### src/rtl/toggle_pkg.sv
// Shared types and default constants for the toggle pulse generator.
`timescale 1ns/1ps
package toggle_pkg;

  typedef enum logic [1:0] {
    IDLE         = 2'd0,
    PRESS_WAIT   = 2'd1,
    HELD         = 2'd2,
    RELEASE_WAIT = 2'd3
  } tpg_state_t;

  localparam int DEF_DEBOUNCE_CYCLES = 16;
  localparam int DEF_REPEAT_DELAY    = 64;
  localparam int DEF_REPEAT_PERIOD   = 16;

  function automatic int max2(input int a, input int b);
    return (a > b) ? a : b;
  endfunction

endpackage

### src/rtl/sync2.sv
// Two-flop synchronizer for a single asynchronous bit; clears to 0 on reset.
`timescale 1ns/1ps
module sync2 (
  input  logic clk,
  input  logic reset,
  input  logic d,
  output logic q
);

  logic meta_q;
  logic sync_q;

  always_ff @(posedge clk or negedge reset) begin
    if (!reset) begin
      meta_q <= 1'b0;
      sync_q <= 1'b0;
    end else begin
      meta_q <= d;
      sync_q <= meta_q;
    end
  end

  assign q = sync_q;

endmodule

### src/rtl/toggle_pulse_gen.sv
// Debounced button -> one-cycle toggle pulse for a downstream T flip-flop.
// Define TOGGLE_PULSE_GEN_AUTO_REPEAT_EN to add hold-to-repeat pulses while HELD.
`timescale 1ns/1ps
module toggle_pulse_gen
  import toggle_pkg::*;
#(
  parameter int DEBOUNCE_CYCLES = DEF_DEBOUNCE_CYCLES,
  parameter int REPEAT_DELAY    = DEF_REPEAT_DELAY,
  parameter int REPEAT_PERIOD   = DEF_REPEAT_PERIOD
) (
  input  logic clk,
  input  logic reset,
  input  logic btn_in,
  output logic t_out,
  output logic btn_level
);

  localparam int CNT_W = $clog2(DEBOUNCE_CYCLES);
  localparam logic [CNT_W-1:0] CNT_LAST = CNT_W'(DEBOUNCE_CYCLES - 1);

  // Illegal configurations show up as a named block in the elaborated hierarchy.
  if (DEBOUNCE_CYCLES < 2 || REPEAT_DELAY < 2 || REPEAT_PERIOD < 2) begin : g_bad_param_cfg
  end

  logic btn_s;

  sync2 u_sync (
    .clk   (clk),
    .reset (reset),
    .d     (btn_in),
    .q     (btn_s)
  );

  tpg_state_t       state_q, state_d;
  logic [CNT_W-1:0] cnt_q, cnt_d;
  logic             t_out_q, t_out_d;
  logic             btn_level_q, btn_level_d;

`ifdef TOGGLE_PULSE_GEN_AUTO_REPEAT_EN
  localparam int RPT_W = $clog2(max2(REPEAT_DELAY, REPEAT_PERIOD));

  logic [RPT_W-1:0] rpt_q, rpt_d;
  logic             phase_q, phase_d;
  logic [RPT_W-1:0] rpt_last;
  logic             rpt_fire;

  // phase_q selects the first (long) delay vs. the steady repeat period.
  always_comb begin
    rpt_last = phase_q ? RPT_W'(REPEAT_PERIOD - 1) : RPT_W'(REPEAT_DELAY - 1);
    rpt_d    = rpt_q;
    phase_d  = phase_q;
    rpt_fire = 1'b0;
    case (state_q)
      IDLE: begin
        rpt_d   = '0;
        phase_d = 1'b0;
      end
      HELD: begin
        if (btn_s) begin
          if (rpt_q == rpt_last) begin
            rpt_fire = 1'b1;
            rpt_d    = '0;
            phase_d  = 1'b1;
          end else begin
            rpt_d = rpt_q + 1'b1;
          end
        end
      end
      default: ;
    endcase
  end

  always_ff @(posedge clk or negedge reset) begin
    if (!reset) begin
      rpt_q   <= '0;
      phase_q <= 1'b0;
    end else begin
      rpt_q   <= rpt_d;
      phase_q <= phase_d;
    end
  end
`endif

  always_comb begin
    state_d     = state_q;
    cnt_d       = cnt_q;
    t_out_d     = 1'b0;
    btn_level_d = btn_level_q;
    unique case (state_q)
      IDLE: begin
        if (btn_s) begin
          state_d = PRESS_WAIT;
          cnt_d   = '0;
        end
      end
      PRESS_WAIT: begin
        if (!btn_s) begin
          state_d = IDLE;
        end else if (cnt_q == CNT_LAST) begin
          state_d     = HELD;
          t_out_d     = 1'b1;
          btn_level_d = 1'b1;
        end else begin
          cnt_d = cnt_q + 1'b1;
        end
      end
      HELD: begin
        if (!btn_s) begin
          state_d = RELEASE_WAIT;
          cnt_d   = '0;
        end
`ifdef TOGGLE_PULSE_GEN_AUTO_REPEAT_EN
        else begin
          t_out_d = rpt_fire;
        end
`endif
      end
      RELEASE_WAIT: begin
        if (btn_s) begin
          state_d = HELD;
        end else if (cnt_q == CNT_LAST) begin
          state_d     = IDLE;
          btn_level_d = 1'b0;
        end else begin
          cnt_d = cnt_q + 1'b1;
        end
      end
      default: state_d = IDLE;
    endcase
  end

  always_ff @(posedge clk or negedge reset) begin
    if (!reset) begin
      state_q     <= IDLE;
      cnt_q       <= '0;
      t_out_q     <= 1'b0;
      btn_level_q <= 1'b0;
    end else begin
      state_q     <= state_d;
      cnt_q       <= cnt_d;
      t_out_q     <= t_out_d;
      btn_level_q <= btn_level_d;
    end
  end

  assign t_out     = t_out_q;
  assign btn_level = btn_level_q;

endmodule

### config.mk
export PLATFORM = sky130hd
export DESIGN_NAME = toggle_pulse_gen
export DESIGN_NICKNAME = d
export VERILOG_FILES = /design/src/rtl/toggle_pkg.sv /design/src/rtl/sync2.sv /design/src/rtl/toggle_pulse_gen.sv
export SDC_FILE = /design/constraint.sdc
export NUM_CORES = 1
export LEC_CHECK = 0
export CAP_MARGIN = 20
export CORE_MARGIN = 5
export CORE_UTILIZATION = 30
export CTS_BUF_LIST = sky130_fd_sc_hd__clkbuf_2
export DETAILED_ROUTE_END_ITERATION = 16
export MAX_ROUTING_LAYER = met4
export PLACE_DENSITY_LB_ADDON = 0.12
export SLEW_MARGIN = 5
export SYNTH_ARGS = -nofsm -noshare
export SYNTH_HDL_FRONTEND = slang
export SYNTH_SLANG_ARGS = --single-unit
### constraint.sdc
create_clock -name clk -period 1.24 [get_ports clk]
set_input_delay 0.248 -clock clk [delete_from_list [all_inputs] [get_ports clk]]
set_output_delay 0.248 -clock clk [all_outputs]
set_load 0.03 [all_outputs]
==> impl_metrics.tcl <==
set metrics [dict create \
    reg2reg_from "cnt_q[0]" \
    maxSlewViolCount 0 \
    ir_drop_v 0.0005265 \
    postSynthCellCount 37 \
    met3_usage_pct 4.511 \
    crit_chain "ha_2 -> nand4_1 -> nand2_2 -> mux2_4" \
    path_clk_slew_ps 90 \
    cts_hold_buf 0 \
    yosysWarnings 0 \
    period_minus_slack_ps 1250 \
    violations "negative setup slack" \
    whs_ps 314.3 \
    design.core.area_mm2 0.001318 \
    fin_ws_ps -9.852 \
    drc 0 \
    vias_per_cell 5.029 \
    rr_worst_depth 4 \
    synth-main-ff-cell "dfrtp_1" \
    hold_class "input pin to async pin" \
    clock_skew_ps 4.522 \
    die_w_um 47.71 \
    dp_hpwl_um 727.3 \
    vias 342 \
    ys_ff_latch 10 \
    rsz0062_at_grt "yes" \
    die_h_um 47.71 \
    antenna_found_initial 0 \
    crit_path_end_kind "register" \
    grt_max_degree 11 \
    setup_viol 1 \
    dr.pass1.iters 2 \
    maxCapViolations 0 \
    netlist.area_leader.share_pct 58.65 \
    grt_use_total_pct 11.65 \
    grt_busiest_layer "met2" \
    use_met2_pct 16.62 \
    required_ps 1370 \
    r2r_slack_ps -10 \
    routed_wl_um 935 \
    clock-sinks 10 \
    portBuffers 4 \
    wl_per_cell_um 13.75 \
    synth_edf_count 0 \
    grt_util_met1_pct 13.23 \
    async_flop_share_pct 100.0 \
    die_area_mm2 0.002276 \
    cp_max_fo 3 \
    nFillCells 121 \
    fmax_mhz 800.1 \
    place_inst 64 \
    synth_top_area_cell "dfrtp_1" \
    cp.arrival_ps 1380 \
    start_util_pct 32.38 \
    cp_slowest_stage_delay_ps 370 \
    synth.distinct_cells 17 \
    nets 59 \
    antenna_cells 0 \
    slew-limit-headroom_pct 68.89 \
    root_buffer "clkbuf_2" \
    ant_nets 0 \
    grt_pass1_vias 347 \
    core.rowCount 13 \
    synthToLayoutAreaGrowth_pct 35.48 \
    r2r_end "cnt_q[0]" \
    synth_nets 41 \
    fin_crit_sh_pct 100.8 \
    insertion_delay_ps 240 \
    yosys-top-cells-area "dfrtp_1 59%, nand2_1 4.4%, xor2_2 3.8%, a21oi_1 3.5%, o21ai_0 3.5%" \
    cts_max_level 1 \
    synth_common_cells "10 x dfrtp_1, 5 x nand2_1, 3 x a21oi_1, 3 x o21ai_0" \
    synth.most_common_cell "dfrtp_1" \
    drt_iter0_markers 5 \
    avgSynthCellArea_um2 11.53 \
    drive_gt1_share_pct 43.40 \
    place_ws_ps -21.06 \
    p_per_area_mw_per_mm2 1138 \
    cp_slowest_cell "dfrtp_1" \
    num_io_pins 5 \
    status "finished, violations left" \
    worstMarginPinSlew_ps 465.1 \
    fin_cells 68 \
    tns_ps -9.852 \
    grt_pass1_wl_um 1635 \
    netlist_area_um2 426.7 \
    gp_congestion 0.6653 \
    gr-total-overflow 0 \
    tritoncts "done" \
    p_leak_nw 0.2747 \
    yosysSeqAreaShare_pct 58.65 \
    hold_viol_final 0 \
    cts_inserted_buffers 3 \
    clock_path_buffers 2 \
    critPathLaunchType "register" \
    critPathKind "register to register" \
]
metrics by stage:
| step | area, µm² | power [W] | utilization [%] |
|---|---|---|---|
| after floorplan | 429.2 | 0.0004299 | - |
| after global placement | 543.0 | 0.0004862 | 41.22 |
| after detailed placement | 543.0 | 0.0004934 | 41.22 |
| after CTS | 560.5 | 0.0006596 | 42.55 |
| after global routing | 578.1 | 0.0006977 | 43.87 |
| final | 578.1 | 0.0006578 | 43.87 |
worst max-delay path, delay by kind of cell, from the launching register on:
| kind | cells | cell delay, ps |
|---|---|---|
| simple gates | 2 | 290 |
| mux | 1 | 300 |
| flops | 1 | 370 |
| fa+ha+maj | 1 | 180 |
worst max path at each step:
stage               cells after the start      from         to
floorplan                               4  cnt_q[0]   cnt_q[0]
global placement                        4  cnt_q[0]   cnt_q[0]
detailed placement                      5  cnt_q[0]  btn_level
CTS                                     4  cnt_q[0]   cnt_q[0]
global route                            4  cnt_q[0]   cnt_q[0]
finish                                  4  cnt_q[0]   cnt_q[0]
cells by family (layout without fill, tap and decap cells):
group,Yosys count,in the layout,synth area share (%)
buffers and inverters,2,18,1.760
adder cells (fa/ha/maj),1,1,2.932
AND/OR/NAND/NOR,14,14,17.89
flip-flops,10,10,58.65
multiplexers,1,1,3.518
AO/OA/AOI/OAI,8,8,11.44
XOR/XNOR,1,1,3.813
metal layers:
layer	vias to the layer above	share of wire, %
met5	-	0
li1	163	-
met3	4	4.1
met2	5	48
met4	0	2.9
met1	170	45
report_power, final:
part | internal (W) | leakage (nW) | total [W] | switching [W]
logic | 0.0000678 | 0.137 | 0.000114 | 0.0000466
registers | 0.000352 | 0.125 | 0.000377 | 0.0000248
clock network | 0.0000660 | 0.0125 | 0.000166 | 0.000100
total | 0.000486 | 0.275 | 0.000658 | 0.000172
state kept, by name, summed over array words and instances (netlist names), named ones only:
register and cells:
u_sync.q 1, u_sync.meta_q 1, cnt_q 4, btn_level 1
state_q 1, t_out 1
what timing repair did:
action | CTS | global route
buffers inserted | 0 | 1
cloned | 0 | 0
endpoints found under the setup margin | 3 | 3
pin swaps | 2 | 2
endpoints found under the hold margin | 0 | 0
resized for setup | 2 | 4
placed cells by master, fill, tap and decap left out, drive strengths merged:
cell           Yosys  final
xor2               1      1
o221ai             1      1
ha                 1      1
inv                2      2
nand3              1      1
a21oi              3      3
and4               1      1
buf                0     11
nand2              6      6
nand4bb            1      1
nor2b              1      1
o21ai              3      3
nor2               2      2
nand4              2      2
dfrtp             10     10
clkdlybuf4s50      0      2
clkbuf             0      3
a21bo              1      1
mux2               1      1
layout make-up:
type / instances / area (µm²) / share of cell area, %
sequential: 10 / 250.2 / 43.29
timing repair buffer: 13 / 102.6 / 17.75
inverter: 2 / 7.507 / 1.299
multi-input combinational: 25 / 183.9 / 31.82
clock buffer: 3 / 15.01 / 2.597
tap: 15 / 18.77 / 3.247
No activity file was read; power rests on OpenSTA's default activity.
